<file path="src/rtl/fp32_pkg.sv">
// Shared binary32 definitions for the FPU datapath: field widths, encodings,
// rounding-mode codes and the special-operand classification carried down the pipe.
package fp32_pkg;

    localparam int EXP_W  = 8;
    localparam int FRAC_W = 23;
    localparam int MAN_W  = FRAC_W + 1;
    localparam int PROD_W = 2 * MAN_W;
    localparam int BIAS   = 127;

    localparam logic [EXP_W-1:0] EXP_MAX    = 8'hff;
    localparam logic [31:0]      QNAN       = 32'h7fc00000;
    localparam logic [30:0]      MAX_FINITE = 31'h7f7fffff;

    localparam logic [1:0] RM_RNE = 2'b00;
    localparam logic [1:0] RM_RD  = 2'b01;
    localparam logic [1:0] RM_RU  = 2'b10;
    localparam logic [1:0] RM_RZ  = 2'b11;

    typedef enum logic [1:0] {
        SPC_NONE,
        SPC_ZERO,
        SPC_INF,
        SPC_NAN
    } special_e;

    // Leading-zero count of the raw product; an all-zero input returns 47.
    function automatic logic [5:0] lzc48(input logic [PROD_W-1:0] v);
        logic [5:0] n;
        n = 6'd47;
        for (int i = 0; i < PROD_W; i++) begin
            if (v[i]) begin
                n = 6'(PROD_W - 1 - i);
            end
        end
        return n;
    endfunction

endpackage

</file>
<file path="src/rtl/fp32_mul_round_pack.sv">
// Final multiplier stage: normalizes the 48-bit significand product, denormalizes
// tiny results, rounds in the requested mode and packs the binary32 result.
module fp32_mul_round_pack
    import fp32_pkg::*;
(
    input  logic              i_sign,
    input  logic [10:0]       i_expSum,
    input  logic [PROD_W-1:0] i_prod,
    input  logic [1:0]        i_rm,
    input  logic [1:0]        i_special,
    output logic [31:0]       o_result
);

    logic [5:0]         w_lz;
    logic [PROD_W-1:0]  w_norm;
    logic signed [10:0] w_exp;
    logic signed [10:0] w_shAmt;
    logic [5:0]         w_shClamp;
    logic [PROD_W-1:0]  w_shifted;
    logic               w_lost;
    logic               w_guard;
    logic               w_sticky;
    logic               w_inexact;
    logic               w_inc;
    logic [EXP_W-1:0]   w_expField;
    logic               w_preOvf;
    logic [30:0]        w_base;
    logic [30:0]        w_rounded;
    logic               w_overflow;
    logic [31:0]        w_ovfValue;

    // w_exp is the biased exponent once the leading one sits at bit 47.
    assign w_lz   = lzc48(i_prod);
    assign w_norm = i_prod << w_lz;
    assign w_exp  = $signed(i_expSum) - $signed({5'b0, w_lz});

    // Tiny results shift right until the exponent reaches 1; anything past 48 is all sticky.
    assign w_shAmt = 11'sd1 - w_exp;

    always_comb begin
        w_shClamp = 6'd0;
        if (w_exp < 11'sd1) begin
            if (w_shAmt > 11'sd48) begin
                w_shClamp = 6'd48;
            end else begin
                w_shClamp = w_shAmt[5:0];
            end
        end
    end

    assign w_shifted = w_norm >> w_shClamp;
    assign w_lost    = |(w_norm & ~({PROD_W{1'b1}} << w_shClamp));
    assign w_guard   = w_shifted[23];
    assign w_sticky  = (|w_shifted[22:0]) | w_lost;
    assign w_inexact = w_guard | w_sticky;

    // The hidden bit survives only for normal results, so it selects the exponent field.
    assign w_expField = w_shifted[47] ? w_exp[EXP_W-1:0] : {EXP_W{1'b0}};
    assign w_preOvf   = w_shifted[47] && (w_exp > 11'sd254);

    always_comb begin
        w_inc = 1'b0;
        case (i_rm)
            RM_RNE:  w_inc = w_guard & (w_sticky | w_shifted[24]);
            RM_RD:   w_inc = i_sign & w_inexact;
            RM_RU:   w_inc = ~i_sign & w_inexact;
            default: w_inc = 1'b0;
        endcase
    end

    // Rounding on the packed {exp,frac} lets a mantissa carry bump the exponent for free.
    assign w_base     = {w_expField, w_shifted[46:24]};
    assign w_rounded  = w_base + {30'd0, w_inc};
    assign w_overflow = w_preOvf || (w_rounded[30:23] == EXP_MAX);

    always_comb begin
        w_ovfValue = {i_sign, EXP_MAX, {FRAC_W{1'b0}}};
        case (i_rm)
            RM_RZ: w_ovfValue = {i_sign, MAX_FINITE};
            RM_RD: begin
                if (!i_sign) begin
                    w_ovfValue = {1'b0, MAX_FINITE};
                end
            end
            RM_RU: begin
                if (i_sign) begin
                    w_ovfValue = {1'b1, MAX_FINITE};
                end
            end
            default: w_ovfValue = {i_sign, EXP_MAX, {FRAC_W{1'b0}}};
        endcase
    end

    always_comb begin
        o_result = {i_sign, w_rounded};
        case (i_special)
            SPC_NAN:  o_result = QNAN;
            SPC_INF:  o_result = {i_sign, EXP_MAX, {FRAC_W{1'b0}}};
            SPC_ZERO: o_result = {i_sign, 31'd0};
            default: begin
                if (w_overflow) begin
                    o_result = w_ovfValue;
                end
            end
        endcase
    end

endmodule

</file>
<file path="src/rtl/pipelined_float_multiplier.sv">
// Three-stage binary32 multiplier: unpack and split partial products, finish the
// 48-bit product, then normalize/round/pack combinationally from the second register set.
module pipelined_float_multiplier
    import fp32_pkg::*;
(
    input  logic        clk,
    input  logic        clrn,
    input  logic [31:0] a,
    input  logic [31:0] b,
    input  logic [1:0]  rm,
    input  logic        e,
    output logic [31:0] s
);

    logic             w_aExpNz;
    logic             w_bExpNz;
    logic             w_aFracNz;
    logic             w_bFracNz;
    logic             w_aExpMax;
    logic             w_bExpMax;
    logic             w_aNan;
    logic             w_bNan;
    logic             w_aInf;
    logic             w_bInf;
    logic             w_aZero;
    logic             w_bZero;
    logic [EXP_W-1:0] w_aExp;
    logic [EXP_W-1:0] w_bExp;
    logic [MAN_W-1:0] w_aMan;
    logic [MAN_W-1:0] w_bMan;
    logic [10:0]      w_expSum;
    logic [35:0]      w_ppLo;
    logic [35:0]      w_ppHi;
    logic             w_sign;
    special_e         w_special;

    logic             r_s1Sign;
    logic [10:0]      r_s1ExpSum;
    logic [1:0]       r_s1Rm;
    special_e         r_s1Special;
    logic [35:0]      r_s1PpLo;
    logic [35:0]      r_s1PpHi;

    logic              r_s2Sign;
    logic [10:0]       r_s2ExpSum;
    logic [1:0]        r_s2Rm;
    special_e          r_s2Special;
    logic [PROD_W-1:0] r_s2Prod;

    assign w_aExpNz  = |a[30:23];
    assign w_bExpNz  = |b[30:23];
    assign w_aFracNz = |a[22:0];
    assign w_bFracNz = |b[22:0];
    assign w_aExpMax = (a[30:23] == EXP_MAX);
    assign w_bExpMax = (b[30:23] == EXP_MAX);

    assign w_aNan  = w_aExpMax & w_aFracNz;
    assign w_bNan  = w_bExpMax & w_bFracNz;
    assign w_aInf  = w_aExpMax & ~w_aFracNz;
    assign w_bInf  = w_bExpMax & ~w_bFracNz;
    assign w_aZero = ~w_aExpNz & ~w_aFracNz;
    assign w_bZero = ~w_bExpNz & ~w_bFracNz;

    // Subnormals share the exponent of the smallest normal and lack the hidden bit.
    assign w_aExp = w_aExpNz ? a[30:23] : 8'd1;
    assign w_bExp = w_bExpNz ? b[30:23] : 8'd1;
    assign w_aMan = {w_aExpNz, a[22:0]};
    assign w_bMan = {w_bExpNz, b[22:0]};

    assign w_sign   = a[31] ^ b[31];
    assign w_expSum = {3'b0, w_aExp} + {3'b0, w_bExp} - 11'(BIAS - 1);

    // Product split on the B operand halves; stage 2 merges them with a 12-bit offset.
    assign w_ppLo = {12'b0, w_aMan} * {24'b0, w_bMan[11:0]};
    assign w_ppHi = {12'b0, w_aMan} * {24'b0, w_bMan[23:12]};

    always_comb begin
        w_special = SPC_NONE;
        if (w_aNan || w_bNan || (w_aInf && w_bZero) || (w_bInf && w_aZero)) begin
            w_special = SPC_NAN;
        end else if (w_aInf || w_bInf) begin
            w_special = SPC_INF;
        end else if (w_aZero || w_bZero) begin
            w_special = SPC_ZERO;
        end
    end

    // Cleared registers decode as +0, which is what s must show during reset.
    always_ff @(posedge clk or posedge clrn) begin
        if (clrn) begin
            r_s1Sign    <= 1'b0;
            r_s1ExpSum  <= 11'd0;
            r_s1Rm      <= RM_RNE;
            r_s1Special <= SPC_ZERO;
            r_s1PpLo    <= 36'd0;
            r_s1PpHi    <= 36'd0;
        end else if (e) begin
            r_s1Sign    <= w_sign;
            r_s1ExpSum  <= w_expSum;
            r_s1Rm      <= rm;
            r_s1Special <= w_special;
            r_s1PpLo    <= w_ppLo;
            r_s1PpHi    <= w_ppHi;
        end
    end

    always_ff @(posedge clk or posedge clrn) begin
        if (clrn) begin
            r_s2Sign    <= 1'b0;
            r_s2ExpSum  <= 11'd0;
            r_s2Rm      <= RM_RNE;
            r_s2Special <= SPC_ZERO;
            r_s2Prod    <= {PROD_W{1'b0}};
        end else if (e) begin
            r_s2Sign    <= r_s1Sign;
            r_s2ExpSum  <= r_s1ExpSum;
            r_s2Rm      <= r_s1Rm;
            r_s2Special <= r_s1Special;
            r_s2Prod    <= {12'b0, r_s1PpLo} + {r_s1PpHi, 12'b0};
        end
    end

    fp32_mul_round_pack u_roundPack (
        .i_sign    (r_s2Sign),
        .i_expSum  (r_s2ExpSum),
        .i_prod    (r_s2Prod),
        .i_rm      (r_s2Rm),
        .i_special (r_s2Special),
        .o_result  (s)
    );

endmodule

</file>
<file path="config.mk">
export PLATFORM = sky130hd
export DESIGN_NAME = pipelined_float_multiplier
export DESIGN_NICKNAME = d
export VERILOG_FILES = /design/src/rtl/fp32_pkg.sv /design/src/rtl/fp32_mul_round_pack.sv /design/src/rtl/pipelined_float_multiplier.sv
export SDC_FILE = /design/constraint.sdc
export NUM_CORES = 2
export LEC_CHECK = 0
export BUFFER_PORTS_ARGS = -buffer_cell sky130_fd_sc_hd__buf_2
export CAP_MARGIN = 20
export CORE_MARGIN = 3
export CORE_UTILIZATION = 55
export CTS_CLUSTER_DIAMETER = 50
export CTS_CLUSTER_SIZE = 25
export DETAILED_ROUTE_END_ITERATION = 8
export PLACE_DENSITY = 0.72
export SLEW_MARGIN = 20
export SYNTH_ARGS = -nofsm -noshare
export SYNTH_HDL_FRONTEND = slang
export SYNTH_SLANG_ARGS = --single-unit
export TNS_END_PERCENT = 30
</file>
<file path="constraint.sdc">
create_clock -name clk -period 27.7 [get_ports clk]
set_clock_uncertainty 0.2 [all_clocks]
set_input_delay 4.155 -clock clk [delete_from_list [all_inputs] [get_ports clk]]
set_output_delay 4.155 -clock clk [all_outputs]
set_load 0.02 [all_outputs]
</file>
==> out/metrics.yaml <==
cts_inserted_buffers: 17
ctsResizeCount: 0
rr_worst_depth: 22
nFillCells: 5538
synth_xor_area_share_pct: 3.004
ctsHoldBuffers: 0
grt_max_degree: 99
slowest_delay_ps: 880
syn_inst: 4177
start_util_pct: 56.09
grt_pass1_vias: 30120
fmax_ghz: 0.05788
start_kind: "flop"
drive_gt1_share_pct: 9.726
grt_use_met2_pct: 52.62
dieArea_um2: 65040
vias_per_cell: 6.296
worst_pin_slew_ps: 1040
area_delta_synth_final_pct: 3.925
critical_path.endpoint_type: "output port"
dp_cells: 4832
vdd_drop_max_mv: 0.08675
clock-sinks: 150
postCtsSetupRepairBufs: 0
synthDominantCellAreaShare_pct: 26.00
synth-compound-area-share_pct: 16.86
fin_setup_tns_ps: 0
ys_ff_latch: 150
synthAdderAreaFrac_pct: 33.51
cp_slowest_cell: "or4_1"
die_w_um: 255.0
syn_avg_cell_area_um2: 8.166
rsz0062_at_grt: "no"
overflow: 0
gr-max-usage-layer: "met2"
drtAntennaViolNets: 0
dp_hpwl_um: 79210
fin_nets: 4785
wirelength_um: 104900
async_flop_share_pct: 100.0
whs_endpoint: "r_s1PpLo[10]$_DFFE_PP0P_"
fin_total_pwr_mw: 5.088
power.density_nw_per_um2: 143.5
drt-wirelength-per-cell_um: 21.55
fin_crit_sh_pct: 62.38
cts_tree: "done"
ys_warn_count: 0
synth_top_family_by_area: "adder cells"
die_height_um: 255.0
yosys-mux-area-fraction_pct: 5.921
maxCapViolCount: 0
fin_cells: 4866
clk_pin_slew_worst_paths_ps: 60
insertion_delay_ps: 450
critPathKind: "reg2out"
synth-simple-area-share_pct: 20.45
period_minus_slack_ps: 17280
crit_fanout: 40
synth_top_area_cell: "fa_1"
ios: 101
synth_area_um2: 34110
rows: 90
grtUsageMet3_pct: 4.796
grt_pass1_wl_um: 168000
synthTopCellsByArea: "fa_1, dfrtp_1, ha_1"
required_ps: 23340
synthFlopType: "dfrtp_1"
relSlewSlack_pct: 30.06
globalplace.congestion: 1.026
grt_util_all_layers_pct: 32.68
p_leak_nw: 16.28
rr_endpoint: "r_s2Prod[40]$_DFFE_PP0P_"
grtUsageMet1_pct: 45.65
slew_violations: 0
min-delay-start: "r_s1PpLo[10]$_DFFE_PP0P_"
drt_iter0_markers: 2938
synth_edf_count: 0
rrSetupSlack_ps: 23030
cts_max_level: 4
syn_nets: 4893
yosysSeqAreaShare_pct: 11.01
clk_path_buf_depth: 2
antenna_found_initial: 3
setup_viol: 0
num_vias: 30640
r2r-start: "r_s1PpLo[12]$_DFFE_PP0P_"
min_path_cells: 1
yosysUniqueCellTypes: 116
outcome: "finished clean"
drc: 0
hold_viol_final: 0
dr.pass1.iters: 6
cp_data_arrival_time_ps: 12920
fp.coreArea_um2: 60810
hold_class: "reg2reg"
clockRootBuffer: "clkbuf_16"
io_buffers: 100
==> per-layer routing <==
| metal | up-vias | part of all wire, % |
|---|---|---|
| met5 | - | 0.012 |
| met1 | 15220 | 43 |
| li1 | 13800 | - |
| met4 | 2 | 3.3 |
| met3 | 213 | 8.2 |
| met2 | 1395 | 46 |
==> cell type report <==
class / instances / area [um^2] / area share [%]
tap: 782 / 978.4 / 2.760
clock inverter: 11 / 195.2 / 0.5506
inverter: 524 / 1972 / 5.563
multi-input combinational: 3234 / 27260 / 76.90
sequential: 150 / 3756 / 10.60
timing repair buffer: 142 / 822.0 / 2.319
antenna: 2 / 5.005 / 0.01412
clock buffer: 21 / 460.4 / 1.299
==> stage by stage <==
stage | setup WS [ps] | hold slack [ps] | util [%] | area (um^2)
CTS | 10480 | 286.0 | 58.26 | 35430
global route | 9753 | 311.1 | 58.29 | 35450
finish | 10420 | 286.1 | 58.29 | 35450
detailed placement | 11040 | 270.5 | 57.18 | 34770
global placement | 11070 | 267.7 | 57.18 | 34770
floorplan | 13880 | 246.0 | - | 34110
==> worst max-delay path, delay by kind of cell (launching register included) <==
kind	cells	cell delay [ps]
buffers and inverters	3	970
and+or+nand+nor	12	5020
muxes	1	190
adders and majority gates	3	950
DFF	1	520
AOI/OAI and AO/OA	16	4800
==> where the power goes <==
part | internal, mW | leakage [nW] | switching [mW]
registers | 0.329 | 1.78 | 0.109
clock network | 0.165 | 0.310 | 0.0967
logic | 1.75 | 14.2 | 2.64
total | 2.24 | 16.3 | 2.85
==> Yosys cell counts (all sizes together) (8+ instances only) <==
cell,number
nand4,21
a21o,30
mux2,105
o211a,12
or3,19
nor3,90
nand2b,20
or2,16
a2111oi,9
nand2,652
inv,522
a221oi,18
o21bai,14
o2111ai,16
and2,197
buf,71
xor2,33
a31oi,20
a21oi,166
a22oi,21
or4,12
dfrtp,148
o22ai,45
a21boi,8
o21a,19
o31ai,25
a211oi,49
o21ai,207
fa,443
and3,24
o2bb2ai,10
mux2i,72
clkbuf,198
o211ai,36
nor2b,21
ha,204
nand3,90
nor4,47
xnor2,84
o32ai,32
o221ai,10
nor2,228
==> cells in the final DEF, fill, tap and decap left out, types with 21 or more instances in the layout <==
master / instances
o211ai_1: 32
o22ai_1: 43
ha_1: 204
buf_4: 42
o21ai_0: 158
nand2_1: 648
fa_1: 443
o21ai_1: 32
a21oi_1: 165
nand3_1: 89
a21o_1: 30
mux2_2: 104
mux2i_1: 71
dfrtp_1: 148
a211oi_1: 39
inv_1: 519
and2_1: 194
buf_2: 99
o31ai_1: 23
nor2b_1: 21
nor2_1: 225
and3_1: 24
o32ai_1: 26
xnor2_1: 84
xor2_1: 33
a22oi_1: 21
nor3_1: 79
nor4_1: 39
==> sequential cells by signal, indices dropped and copies added, names as in the netlist <==
| signal | count |
|---|---|
| r_s1ExpSum | 10 |
| r_s1PpHi | 36 |
| r_s1PpLo | 36 |
| r_s1Rm | 2 |
| r_s1Sign | 1 |
| r_s1Special | 2 |
| r_s2ExpSum | 10 |
| r_s2Prod | 48 |
| r_s2Rm | 2 |
| r_s2Sign | 1 |
| r_s2Special | 2 |
==> cell families after synthesis <==
| group | Yosys count |
|---|---|
| muxes | 182 |
| and+or+nand+nor | 1464 |
| adders and majority gates | 648 |
| xor gates and xnor gates | 117 |
| DFF | 150 |
| AOI/OAI and AO/OA | 823 |
| buffers and inverters | 793 |
==> how the worst max path moves through the flow <==
stage,from,end
global route,r_s2Prod[47]$_DFFE_PP0P_,s[2]
global placement,r_s2Prod[47]$_DFFE_PP0P_,s[18]
detailed placement,r_s2Prod[47]$_DFFE_PP0P_,s[3]
floorplan,r_s2Prod[39]$_DFFE_PP0P_,s[11]
CTS,r_s2Prod[47]$_DFFE_PP0P_,s[11]
finish,r_s2Prod[47]$_DFFE_PP0P_,s[3]
(Power assumes the default switching activity.)
